`config.mk`:
```
export PLATFORM = sky130hd
export DESIGN_NAME = fp_op_arbiter
export DESIGN_NICKNAME = d
export VERILOG_FILES = /design/src/rtl/fp_op_arbiter.sv
export SDC_FILE = /design/constraint.sdc
export NUM_CORES = 1
export LEC_CHECK = 0
export BUFFER_PORTS_ARGS = -buffer_cell sky130_fd_sc_hd__buf_2
export CORE_AREA = 2 2 162 164
export DETAILED_ROUTE_END_ITERATION = 10
export DIE_AREA = 0 0 164 166
export PLACE_DENSITY_LB_ADDON = 0.05
export REMOVE_ABC_BUFFERS = 1
export SLEW_MARGIN = 20
export SYNTH_ARGS = -nofsm -noshare
export SYNTH_HDL_FRONTEND = slang
export SYNTH_SLANG_ARGS = --single-unit
```
`constraint.sdc`:
```
create_clock -name clk_i -period 3.2 [get_ports clk_i]
set_clock_uncertainty 0.15 [all_clocks]
set_input_delay 0.32 -clock clk_i [delete_from_list [all_inputs] [get_ports clk_i]]
set_output_delay 0.32 -clock clk_i [all_outputs]
set_load 0.02 [all_outputs]
```
`src/rtl/fp_op_arbiter.sv`:
```
// Round-robin arbiter sharing one fixed-latency FP unit among NREQ requesters, with flush/drain.
// Optional feature: define FP_OP_ARB_PRIO0_EN to give requester 0 absolute priority.
module fp_op_arbiter #(
  parameter int DATA_WIDTH = 32,
  parameter int NREQ       = 4,
  parameter int LATENCY    = 3
) (
  input  logic                       clk_i,
  input  logic                       rst_i,
  input  logic [NREQ-1:0]            req_valid_i,
  input  logic [NREQ*2-1:0]          req_op_i,
  input  logic [NREQ*DATA_WIDTH-1:0] req_a_i,
  input  logic [NREQ*DATA_WIDTH-1:0] req_b_i,
  output logic [NREQ-1:0]            req_ready_o,
  output logic                       fu_valid_o,
  output logic [1:0]                 fu_op_o,
  output logic [DATA_WIDTH-1:0]      fu_a_o,
  output logic [DATA_WIDTH-1:0]      fu_b_o,
  input  logic [DATA_WIDTH-1:0]      fu_result_i,
  output logic [NREQ-1:0]            rsp_valid_o,
  output logic [DATA_WIDTH-1:0]      rsp_data_o,
  input  logic                       flush_i,
  output logic                       flush_done_o,
  output logic                       busy_o
);

  localparam int IW = (NREQ > 1) ? $clog2(NREQ) : 1;
  localparam int CW = $clog2(LATENCY + 1);
  localparam logic [IW-1:0]   LAST_IDX = IW'(NREQ - 1);
  localparam logic [NREQ-1:0] ONE_HOT0 = {{(NREQ-1){1'b0}}, 1'b1};
`ifdef FP_OP_ARB_PRIO0_EN
  localparam bit PRIO0 = 1'b1;
`else
  localparam bit PRIO0 = 1'b0;
`endif

  typedef enum logic [1:0] {
    ST_RUN   = 2'd0,
    ST_DRAIN = 2'd1,
    ST_DONE  = 2'd2
  } state_t;

  state_t          state_r;
  logic [IW-1:0]   rr_ptr_r;
  logic [CW-1:0]   count_r;
  logic [CW-1:0]   count_next_s;
  logic [LATENCY:0] tag_v_r;
  logic [IW-1:0]   tag_idx_r [0:LATENCY];
  logic            grant_any_s;
  logic [IW-1:0]   grant_idx_s;
  logic [IW-1:0]   scan_s;

  // Grant selection: first valid requester at or above rr_ptr, only in RUN and out of reset.
  always_comb begin
    grant_any_s = 1'b0;
    grant_idx_s = '0;
    scan_s      = '0;
    if ((state_r == ST_RUN) && !rst_i) begin
      for (int i = 0; i < NREQ; i++) begin
        scan_s = IW'((int'(rr_ptr_r) + i) % NREQ);
        if (!grant_any_s && req_valid_i[scan_s]) begin
          grant_any_s = 1'b1;
          grant_idx_s = scan_s;
        end else begin
          grant_any_s = grant_any_s;
        end
      end
`ifdef FP_OP_ARB_PRIO0_EN
      if (req_valid_i[0]) begin
        grant_any_s = 1'b1;
        grant_idx_s = '0;
      end else begin
        grant_any_s = grant_any_s;
      end
`endif
    end else begin
      grant_any_s = 1'b0;
    end
  end

  // One-hot ready decode of the selected requester.
  always_comb begin
    if (grant_any_s) begin
      req_ready_o = ONE_HOT0 << grant_idx_s;
    end else begin
      req_ready_o = '0;
    end
  end

  // In-flight count: an op stops counting as it enters the response stage.
  always_comb begin
    count_next_s = count_r;
    case ({grant_any_s, tag_v_r[LATENCY-1]})
      2'b10:   count_next_s = count_r + 1'b1;
      2'b01:   count_next_s = count_r - 1'b1;
      default: count_next_s = count_r;
    endcase
  end

  // Issue registers, tag pipeline, round-robin pointer and occupancy.
  always_ff @(posedge clk_i) begin
    if (rst_i) begin
      fu_valid_o <= 1'b0;
      fu_op_o    <= 2'b00;
      fu_a_o     <= '0;
      fu_b_o     <= '0;
      rr_ptr_r   <= '0;
      count_r    <= '0;
      busy_o     <= 1'b0;
      tag_v_r    <= '0;
      for (int i = 0; i <= LATENCY; i++) begin
        tag_idx_r[i] <= '0;
      end
    end else begin
      fu_valid_o <= grant_any_s;
      if (grant_any_s) begin
        fu_op_o <= req_op_i[{grant_idx_s, 1'b0} +: 2];
        fu_a_o  <= req_a_i[int'(grant_idx_s) * DATA_WIDTH +: DATA_WIDTH];
        fu_b_o  <= req_b_i[int'(grant_idx_s) * DATA_WIDTH +: DATA_WIDTH];
      end
      // A priority grant to requester 0 leaves the rotation untouched.
      if (grant_any_s && !(PRIO0 && (grant_idx_s == '0))) begin
        rr_ptr_r <= (grant_idx_s == LAST_IDX) ? '0 : grant_idx_s + 1'b1;
      end
      tag_v_r[0]   <= grant_any_s;
      tag_idx_r[0] <= grant_idx_s;
      for (int i = 1; i <= LATENCY; i++) begin
        tag_v_r[i]   <= tag_v_r[i-1];
        tag_idx_r[i] <= tag_idx_r[i-1];
      end
      count_r <= count_next_s;
      busy_o  <= (count_next_s != '0);
    end
  end

  // Flush FSM with registered drain-complete pulse.
  always_ff @(posedge clk_i) begin
    if (rst_i) begin
      state_r      <= ST_RUN;
      flush_done_o <= 1'b0;
    end else begin
      case (state_r)
        ST_RUN: begin
          flush_done_o <= 1'b0;
          if (flush_i) begin
            state_r <= ST_DRAIN;
          end
        end
        ST_DRAIN: begin
          if (count_r == '0) begin
            state_r      <= ST_DONE;
            flush_done_o <= 1'b1;
          end else begin
            flush_done_o <= 1'b0;
          end
        end
        ST_DONE: begin
          state_r      <= ST_RUN;
          flush_done_o <= 1'b0;
        end
        default: begin
          state_r      <= ST_RUN;
          flush_done_o <= 1'b0;
        end
      endcase
    end
  end

  // Response decode; the result bus is zero whenever no response is presented.
  always_comb begin
    if (tag_v_r[LATENCY]) begin
      rsp_valid_o = ONE_HOT0 << tag_idx_r[LATENCY];
      rsp_data_o  = fu_result_i;
    end else begin
      rsp_valid_o = '0;
      rsp_data_o  = '0;
    end
  end

endmodule

```
==> impl_metrics.csv, run 1 <==
group,metric,value,unit
cts,cts_setup_buffers,0,
grt,grt_pass1_wl,40.5,mm
worst_setup_path,r2r-start,"rr_ptr_r[1]$_SDFFE_PP0P_",
timing,worst_slew_pin_slew,985,ps
worst_hold_path,hold_class,"primary input to flop",
timing,max_clock_freq,339,MHz
timing,finalHoldViolations,0,
placed_design,hpwl,18.3,mm
floorplanning,fp.dieH,166,µm
timing,finalSetupViolations,0,
power,peakVddDrop,0.274,mV
cts,cts_num_sinks,86,
final_layout,areaGrowthSynthToFinish,49.4,%
placed_design,place_congestion,0.760,
worst_hold_path,worstHoldEndpoint,"tag_v_r[2]$_SDFF_PP0_",
cts,ctsResizeCount,0,
timing,finalMaxSlewViolations,0,
worst_setup_path,reg2reg_depth,8,
cts,cts_tree,"done",
final_layout,mostFrequentLayoutCells,"buf_2 (411), dfxtp_1 (86), nor2_1 (72)",
worst_setup_path,crit_arrival,2480,ps
final_layout,nNetsFinal,1327,
floorplanning,die_area,0.0272,mm²
route,detail_route.wl_per_cell,20.1,µm
cts,clk_latency,350,ps
logic_synthesis,postSynthAreaPerCell,8.13,µm²
timing,fin_crit,2950,ps
floorplanning,ios,412,
placed_design,numPortBuffers,411,
cts,root_buffer,"clkbuf_16",
route,drc,0,
logic_synthesis,synth.yosys.warnings,0,
worst_setup_path,r2r_end,"fu_b_o[16]$_SDFFE_PP0P_",
final_layout,drive_above_1_share,48.0,%
cts,cts-hold-fix-buffers,0,
worst_hold_path,holdPathStages,2,
power,p_leak,3.77,nW
cts,path_clk_slew,70,ps
final_layout,final_common_cell,"buf_2",
cts,cts_buffers,9,
grt,grt_max_degree,133,
worst_setup_path,cp-start-kind,"flop",
worst_hold_path,worstHoldStart,"rst_i",
grt,grt_pass1_vias,6888,
logic_synthesis,syn-instance-count,664,
worst_setup_path,rrSetupSlack,490,ps
run_status,status,"finished clean",
worst_setup_path,path_class,"flop to output port",
logic_synthesis,ys_types,36,
route,via_per_inst,4.96,
timing,finalCritPeriodShare,92.2,%
floorplanning,rows,59,
logic_synthesis,netlist_area,0.00540,mm²
route,wirelength,27.4,mm
grt,overflow,0,
logic_synthesis,seq_area_frac_synth,31.9,%
worst_setup_path,required,2730,ps
power,power_density,549,mW/mm²
worst_setup_path,crit_path_max_fanout,8,
cts,htree_levels,3,
timing,maxSlewHeadroom,34.3,%
route,drt_first_pass_iters,4,
floorplanning,start_util,21.1,%
logic_synthesis,ys_ff_latch,86,
floorplanning,die_w,164,µm
route,ant_nets,0,
route,drt_iter0_drc,270,
power,finalPower,4.43,mW
worst_setup_path,crit_path_end_kind,"output port",
grt,track_usage,19.4,%
route,dr_total_vias,6760,
grt,antenna_found_initial,8,
flow_run,maxCapViolCount,0,
floorplanning,core,0.0256,mm²
timing,rsz0062_at_grt,"false",
cts,clockBufferDepth,2,
final_layout,utilization,31.5,%
## cell usage after synthesis (all sizes together)
cell,instances,share of area (%)
a21oi,70,6.5
and3,1,0.12
nor3,4,0.37
a221oi,66,13
and3b,1,0.16
and2,36,4.2
a221o,1,0.19
nand3,1,0.093
o21ai,68,6.3
xor2,1,0.16
nor4,1,0.12
or2,1,0.16
clkbuf,62,4.3
nor2,75,5.2
o21bai,1,0.14
buf,22,2.6
ha,5,1.2
or3,2,0.23
xnor2,2,0.32
nand2,5,0.35
inv,7,0.49
dfxtp,86,32
nor3b,1,0.14
nand2b,1,0.12
o31ai,66,9.2
nor2b,11,1.3
mux2i,1,0.19
a211oi,66,11
## report_power, final
group	internal (mW)	switching [mW]
clock network	0.605	0.472
registers	1.33	0.138
logic	0.666	1.22
## layer usage
metal / GRT usage (%) / routed length [µm] / vias up
met5: 0 / 24 / -
met2: 34.7 / 13500 / 294
met1: 22.1 / 11100 / 3175
met3: 5.09 / 2170 / 33
met4: 6.79 / 609 / 4
li1: - / - / 3254
## logic make-up after synthesis
family	count (synthesis)	synth area share [%]
buf+inv	91	7.44
flops	86	31.9
compound gates	338	46.3
simple gates	140	12.5
xor+xnor	3	0.487
mux	1	0.185
fa+ha+maj	5	1.16
## how the worst max path moves through the flow
| stage | from | endpoint | depth (start not counted) |
|---|---|---|---|
| 3_3_place_gp | req_valid_i[2] | fu_a_o[9]$_SDFFE_PP0P_ | 9 |
| 3_5_place_dp | req_valid_i[2] | fu_a_o[10]$_SDFFE_PP0P_ | 9 |
| 6_report | rr_ptr_r[1]$_SDFFE_PP0P_ | req_ready_o[1] | 8 |
| 5_1_grt | rr_ptr_r[1]$_SDFFE_PP0P_ | req_ready_o[1] | 8 |
| 2_1_floorplan | req_valid_i[1] | req_ready_o[0] | 3 |
| 4_1_cts | rr_ptr_r[1]$_SDFFE_PP0P_ | req_ready_o[1] | 8 |
## worst max-delay path, stage by stage (launching register included)
cell,delay (ps)
dfxtp_1,400
mux2i_1,300
nor2_4,50
or3_4,400
or2_4,260
inv_2,160
ha_1,190
and2_1,160
buf_2,200
## layout make-up
type                       count  area [µm²]
fill                        2820       17500
multi-input combinational    487        3350
timing repair buffer         428        2260
sequential                    86        1720
tap                          335         419
clock buffer                  12         236
clock inverter                 4        47.5
inverter                       7        26.3
antenna                        5        12.5
## registers in the layout (all words and copies together) (netlist names)
signal        cells
count_r           2
tag_idx_r         8
busy_o            1
fu_b_o           32
tag_v_r           4
fu_op_o           2
state_r           2
flush_done_o      1
fu_a_o           32
rr_ptr_r          2
## stage by stage
stage / setup TNS [ps] / area, µm² / std cells / setup WS, ps / hold WS (ps)
2_1_floorplan: -510900 / 5020 / 580 / -6930 / 239
3_3_place_gp: 0 / 7770 / 1343 / 553 / 266
3_5_place_dp: 0 / 7770 / 1343 / 498 / 270
4_1_cts: 0 / 8060 / 1359 / 179 / 61.7
5_1_grt: 0 / 8070 / 1364 / 75.1 / 94.7
6_report: 0 / 8070 / 1364 / 249 / 78.1
(Power assumes the default switching activity.)
==> inputs of run 2 (changes only) <==
==> constraint.sdc (replaced) <==
create_clock -name clk_i -period 3.2 [get_ports clk_i]
set_clock_uncertainty 0.15 [all_clocks]
set_input_delay 0.16 -clock clk_i [delete_from_list [all_inputs] [get_ports clk_i]]
set_output_delay 0.16 -clock clk_i [all_outputs]
set_load 0.02 [all_outputs]
==> impl_metrics.csv, run 2 (synthesized netlist as in run 1, its figures left out) <==
group,metric,value,unit
final_layout,drive_above_1_share,47.8,%
cts,htree_levels,3,
placed_design,place_congestion,0.733,
cts,cts_tree,"done",
timing,worst_slew_pin_slew,964,ps
placed_design,placed_cell_area,0.00779,mm²
worst_setup_path,cp_slowest_cell,"or3_4",
final_layout,mostFrequentLayoutCells,"buf_2 (411), dfxtp_1 (86), nor2_1 (72)",
final_layout,finalNonFillerCells,1377,
power,finalPower,4.50,mW
timing,layout_setup_ws,244,ps
floorplanning,rows,59,
cts,cts_num_sinks,86,
floorplanning,ios,412,
worst_setup_path,crit_path_max_fanout,27,
floorplanning,die_w,164,µm
power,power_density,546,mW/mm²
final_layout,n_fill_cell,2809,
route,top_layer,"met5",
route,detail_route.wl_per_cell,19.7,µm
flow_run,maxCapViolCount,0,
final_layout,top_regs,"fu_a_o: 32 flops, fu_b_o: 32 flops, tag_idx_r: 8 flops",
grt,overflow,0,
cts,ctsResizeCount,0,
grt,grt_pass1_wl,40.5,mm
route,via_per_inst,4.94,
timing,maxSlewHeadroom,35.7,%
cts,path_clk_slew,70,ps
floorplanning,start_util,21.1,%
worst_setup_path,crit_arrival,2650,ps
placed_design,hpwl,18.2,mm
timing,finalMaxSlewViolations,0,
timing,finalSetupViolations,0,
route,wl_met1,10.7,mm
worst_setup_path,required,2890,ps
cts,clockBufferDepth,2,
grt,antenna_found_initial,8,
worst_setup_path,rrSetupSlack,630,ps
floorplanning,core,0.0256,mm²
floorplanning,die_area,0.0272,mm²
run_status,status,"finished clean",
worst_setup_path,max_stage_delay,400,ps
timing,finalHoldViolations,0,
grt,grt_max_degree,133,
final_layout,utilization,32.2,%
final_layout,areaGrowthSynthToFinish,52.6,%
route,ant_nets,0,
cts,clk_latency,350,ps
placed_design,numPlacedInstances,1344,
worst_setup_path,path_cells,"mux2i_1, nor2_4, or3_4, or2_4, inv_2, buf_12, ha_1, and2_1, buf_2",
grt,track_usage,19.4,%
worst_setup_path,cp-start-kind,"flop",
route,drt_iter0_drc,240,
timing,fin_crit,2960,ps
floorplanning,fp.dieH,166,µm
route,wl_met3,2.12,mm
power,peakVddDrop,0.201,mV
cts,cts_buffers,9,
timing,finalCritPeriodShare,92.4,%
placed_design,pre_cts_slack,596,ps
cts,root_buffer,"clkbuf_16",
timing,max_clock_freq,338,MHz
final_layout,final_common_cell,"buf_2",
cts,cts_setup_buffers,0,
route,drc,0,
power,p_leak,3.85,nW
timing,tns,0,ps
grt,grt_pass1_vias,6884,
worst_setup_path,path_class,"flop to output port",
final_layout,final_area,0.00824,mm²
timing,timing.hold.ws,15.0,ps
worst_setup_path,crit_path_end_kind,"output port",
route,dr_total_vias,6798,
route,drt_first_pass_iters,4,
worst_hold_path,hold_class,"primary input to flop",
route,wirelength,27.1,mm
placed_design,numPortBuffers,411,
final_layout,nNetsFinal,1341,
route,wl_met2,13.8,mm
run 2: critical path: cells and delay by family (launching register included):
kind / cells / cell delay (ps)
AND/OR/NAND/NOR: 4 / 820
buffers and inverters: 3 / 590
flip-flops: 1 / 390
multiplexers: 1 / 300
adder cells (fa/ha/maj): 1 / 160
run 2: worst paths after layout:
check | startpoint | depth (start not counted) | end
min | req_b_i[45] | 3 | fu_b_o[13]$_SDFFE_PP0P_
min reg2reg | tag_idx_r[2][0]$_SDFF_PP0_ | 1 | tag_idx_r[3][0]$_SDFF_PP0_
max reg2reg | rr_ptr_r[1]$_SDFFE_PP0P_ | 6 | fu_a_o[15]$_SDFFE_PP0P_
max | rr_ptr_r[1]$_SDFFE_PP0P_ | 9 | req_ready_o[1]
run 2: power by group:
part	leakage [nW]	internal [mW]	total [mW]	switching (mW)
sequential	0.719	1.33	1.46	0.134
combinational	2.98	0.683	1.91	1.22
clock	0.149	0.633	1.13	0.494
total	3.85	2.65	4.50	1.85
run 2: repair_timing:
action                                 in CTS  in global routing
hold buffers                               13                  0
endpoints found under the hold margin      13                  0
setup endpoints to repair                   0                  0
run 2: layout make-up:
class                      instances  area [µm²]  share of cell area [%]
timing repair buffer             442        2410                    29.2
clock inverter                     6        68.8                   0.835
tap                              335         419                    5.09
inverter                           7        26.3                   0.319
antenna                            4        10.0                   0.121
clock buffer                      10         239                    2.90
sequential                        86        1720                    20.9
multi-input combinational        487        3350                    40.6
run 2: metal layers:
| layer | up-vias | GRT usage, % |
|---|---|---|
| met4 | 6 | 5.26 |
| met5 | - | 0 |
| li1 | 3291 | - |
| met1 | 3196 | 21.6 |
| met3 | 29 | 5.92 |
| met2 | 276 | 35.3 |
==> inputs of run 3 (changes only) <==
--- a/config.mk
+++ b/config.mk
@@ -7,11 +7,11 @@
 export LEC_CHECK = 0
 export BUFFER_PORTS_ARGS = -buffer_cell sky130_fd_sc_hd__buf_2
 export CORE_AREA = 2 2 162 164
+export CTS_CLUSTER_DIAMETER = 40
 export DETAILED_ROUTE_END_ITERATION = 10
 export DIE_AREA = 0 0 164 166
-export PLACE_DENSITY_LB_ADDON = 0.05
+export PLACE_DENSITY = 0.57
 export REMOVE_ABC_BUFFERS = 1
-export SLEW_MARGIN = 20
 export SYNTH_ARGS = -nofsm -noshare
 export SYNTH_HDL_FRONTEND = slang
 export SYNTH_SLANG_ARGS = --single-unit
==> impl_metrics.csv, run 3 (synthesized netlist as in run 1, its figures left out) <==
group,metric,value,unit
run_status,status,"finished clean",
placed_design,place_congestion,0.820,
placed_design,hpwl,17.4,mm
route,drt_iter0_drc,419,
worst_setup_path,crit_path_end_kind,"flop",
final_layout,multi_input_area,0.00335,mm²
worst_setup_path,rrSetupSlack,120,ps
placed_design,numPlacedInstances,1339,
timing,fin_crit,3080,ps
route,detail_route.wl_per_cell,18.4,µm
cts,cts_num_sinks,86,
grt,antenna_found_initial,0,
timing,maxSlewHeadroom,38.2,%
final_layout,n_antenna_cell,0,
floorplanning,start_util,21.1,%
cts,htree_levels,3,
grt,overflow,0,
timing,finalMaxSlewViolations,0,
route,drc,0,
route,via_per_inst,5.04,
worst_setup_path,reg2reg_depth,9,
cts,root_buffer,"clkbuf_16",
worst_setup_path,cp-start-kind,"flop",
grt,grt_pass1_wl,37.0,mm
final_layout,utilization,32.3,%
cts,clk_latency,350,ps
timing,tns,0,ps
power,power_density,536,mW/mm²
power,peakVddDrop,0.238,mV
final_layout,n_fill_cell,2718,
worst_setup_path,cp_slowest_cell,"dlygate4sd3_1",
worst_hold_path,holdPathStages,3,
final_layout,finalNonFillerCells,1377,
final_layout,nNetsFinal,1345,
final_layout,areaGrowthSynthToFinish,53.1,%
route,dr_total_vias,6938,
timing,worst_slew_pin_slew,927,ps
placed_design,placed_cell_area,0.00775,mm²
floorplanning,fp.dieH,166,µm
floorplanning,die_area,0.0272,mm²
worst_setup_path,path_class,"flop to flop",
floorplanning,rows,59,
route,wirelength,25.4,mm
floorplanning,die_w,164,µm
flow_run,maxCapViolCount,0,
worst_setup_path,required,3340,ps
cts,clockBufferDepth,2,
timing,finalHoldViolations,0,
power,p_leak,3.85,nW
timing,max_clock_freq,325,MHz
final_layout,final_common_cell,"buf_2",
route,ant_nets,0,
grt,grt_max_degree,133,
timing,rsz0062_at_grt,"false",
cts,path_clk_slew,80,ps
floorplanning,core,0.0256,mm²
timing,finalCritPeriodShare,96.2,%
power,finalPower,4.43,mW
cts,cts_tree,"done",
worst_setup_path,max_stage_delay,590,ps
final_layout,final_area,0.00827,mm²
final_layout,regArea,0.00172,mm²
worst_setup_path,crit_path_max_fanout,35,
cts,cts_buffers,9,
timing,finalSetupViolations,0,
floorplanning,ios,412,
worst_hold_path,hold_class,"primary input to flop",
final_layout,drive_above_1_share,47.1,%
grt,grt_pass1_vias,6774,
cts,cts_setup_buffers,0,
final_layout,mostFrequentLayoutCells,"buf_2 (411), dfxtp_1 (86), nor2_1 (72)",
worst_setup_path,path_cells,"mux2i_1, nor2_4, or3_4, or2_4, inv_4, buf_12, a221oi_2, a211oi_2, dlygate4sd3_1",
final_layout,top_regs,"fu_a_o: 32 flops, fu_b_o: 32 flops, tag_idx_r: 8 flops",
grt,track_usage,17.5,%
worst_setup_path,crit_arrival,3220,ps
placed_design,numPortBuffers,411,
route,drt_first_pass_iters,5,
==> run 3: cell types whose count changed in the layout (fill, tap and decap cells not counted), sizes merged, moves of 2 or more <==
cell,change
dlygate4sd3,+9
buf,-5
clkinv,-2
diode,-4
inv,+3
==> run 3: layout make-up <==
| type | count | share of cell area [%] |
|---|---|---|
| Multi-Input combinational cell | 487 | 40.5 |
| Timing Repair Buffer | 446 | 29.8 |
| Sequential cell | 86 | 20.8 |
| Tap cell | 335 | 5.07 |
| Clock buffer | 9 | 2.72 |
| Clock inverter | 7 | 0.772 |
| Inverter | 7 | 0.348 |
==> run 3: through the flow <==
stage	worst slack, ps	hold WS, ps
final	121	24.3
after global routing	11.0	19.5
after CTS	29.6	0.105
after detailed placement	487	275
after global placement	559	271
after floorplan	-6640	79.1
==> run 3: final timing paths <==
path	from	endpoint
worst min-delay path	req_op_i[2]	fu_op_o[0]$_SDFFE_PP0P_
worst min register to register	tag_idx_r[2][1]$_SDFF_PP0_	tag_idx_r[3][1]$_SDFF_PP0_
worst max register to register	rr_ptr_r[1]$_SDFFE_PP0P_	fu_b_o[30]$_SDFFE_PP0P_
worst max-delay path	rr_ptr_r[1]$_SDFFE_PP0P_	fu_b_o[30]$_SDFFE_PP0P_
==> run 3: critical path, delay by kind of cell, from the launching register on <==
family                 cells  cell delay [ps]
buffers and inverters      3             1070
and+or+nand+nor            3              720
DFF                        1              400
muxes                      1              330
AOI/OAI and AO/OA          2              300
==> run 3: repair_timing <==
item                                    4_1_cts  5_1_grt
hold endpoints to repair                     19        0
hold buffers                                 22        0
gates resized for setup                       0        2
endpoints found under the setup margin        0        3
==> run 3: report_power, final <==
group | leakage, nW | switching, mW | total, mW | internal, mW
logic | 2.99 | 1.19 | 1.88 | 0.688
registers | 0.719 | 0.140 | 1.47 | 1.33
clock network | 0.137 | 0.535 | 1.08 | 0.548
==> run 3: metal layers <==
layer | vias to the layer above | part of all wire (%) | GRT usage (%)
li1 | 3299 | - | -
met1 | 3232 | 39 | 19.8
met2 | 369 | 51 | 32.2
met3 | 38 | 7.1 | 3.47
met4 | 0 | 2.4 | 6.06
met5 | - | 0 | 0
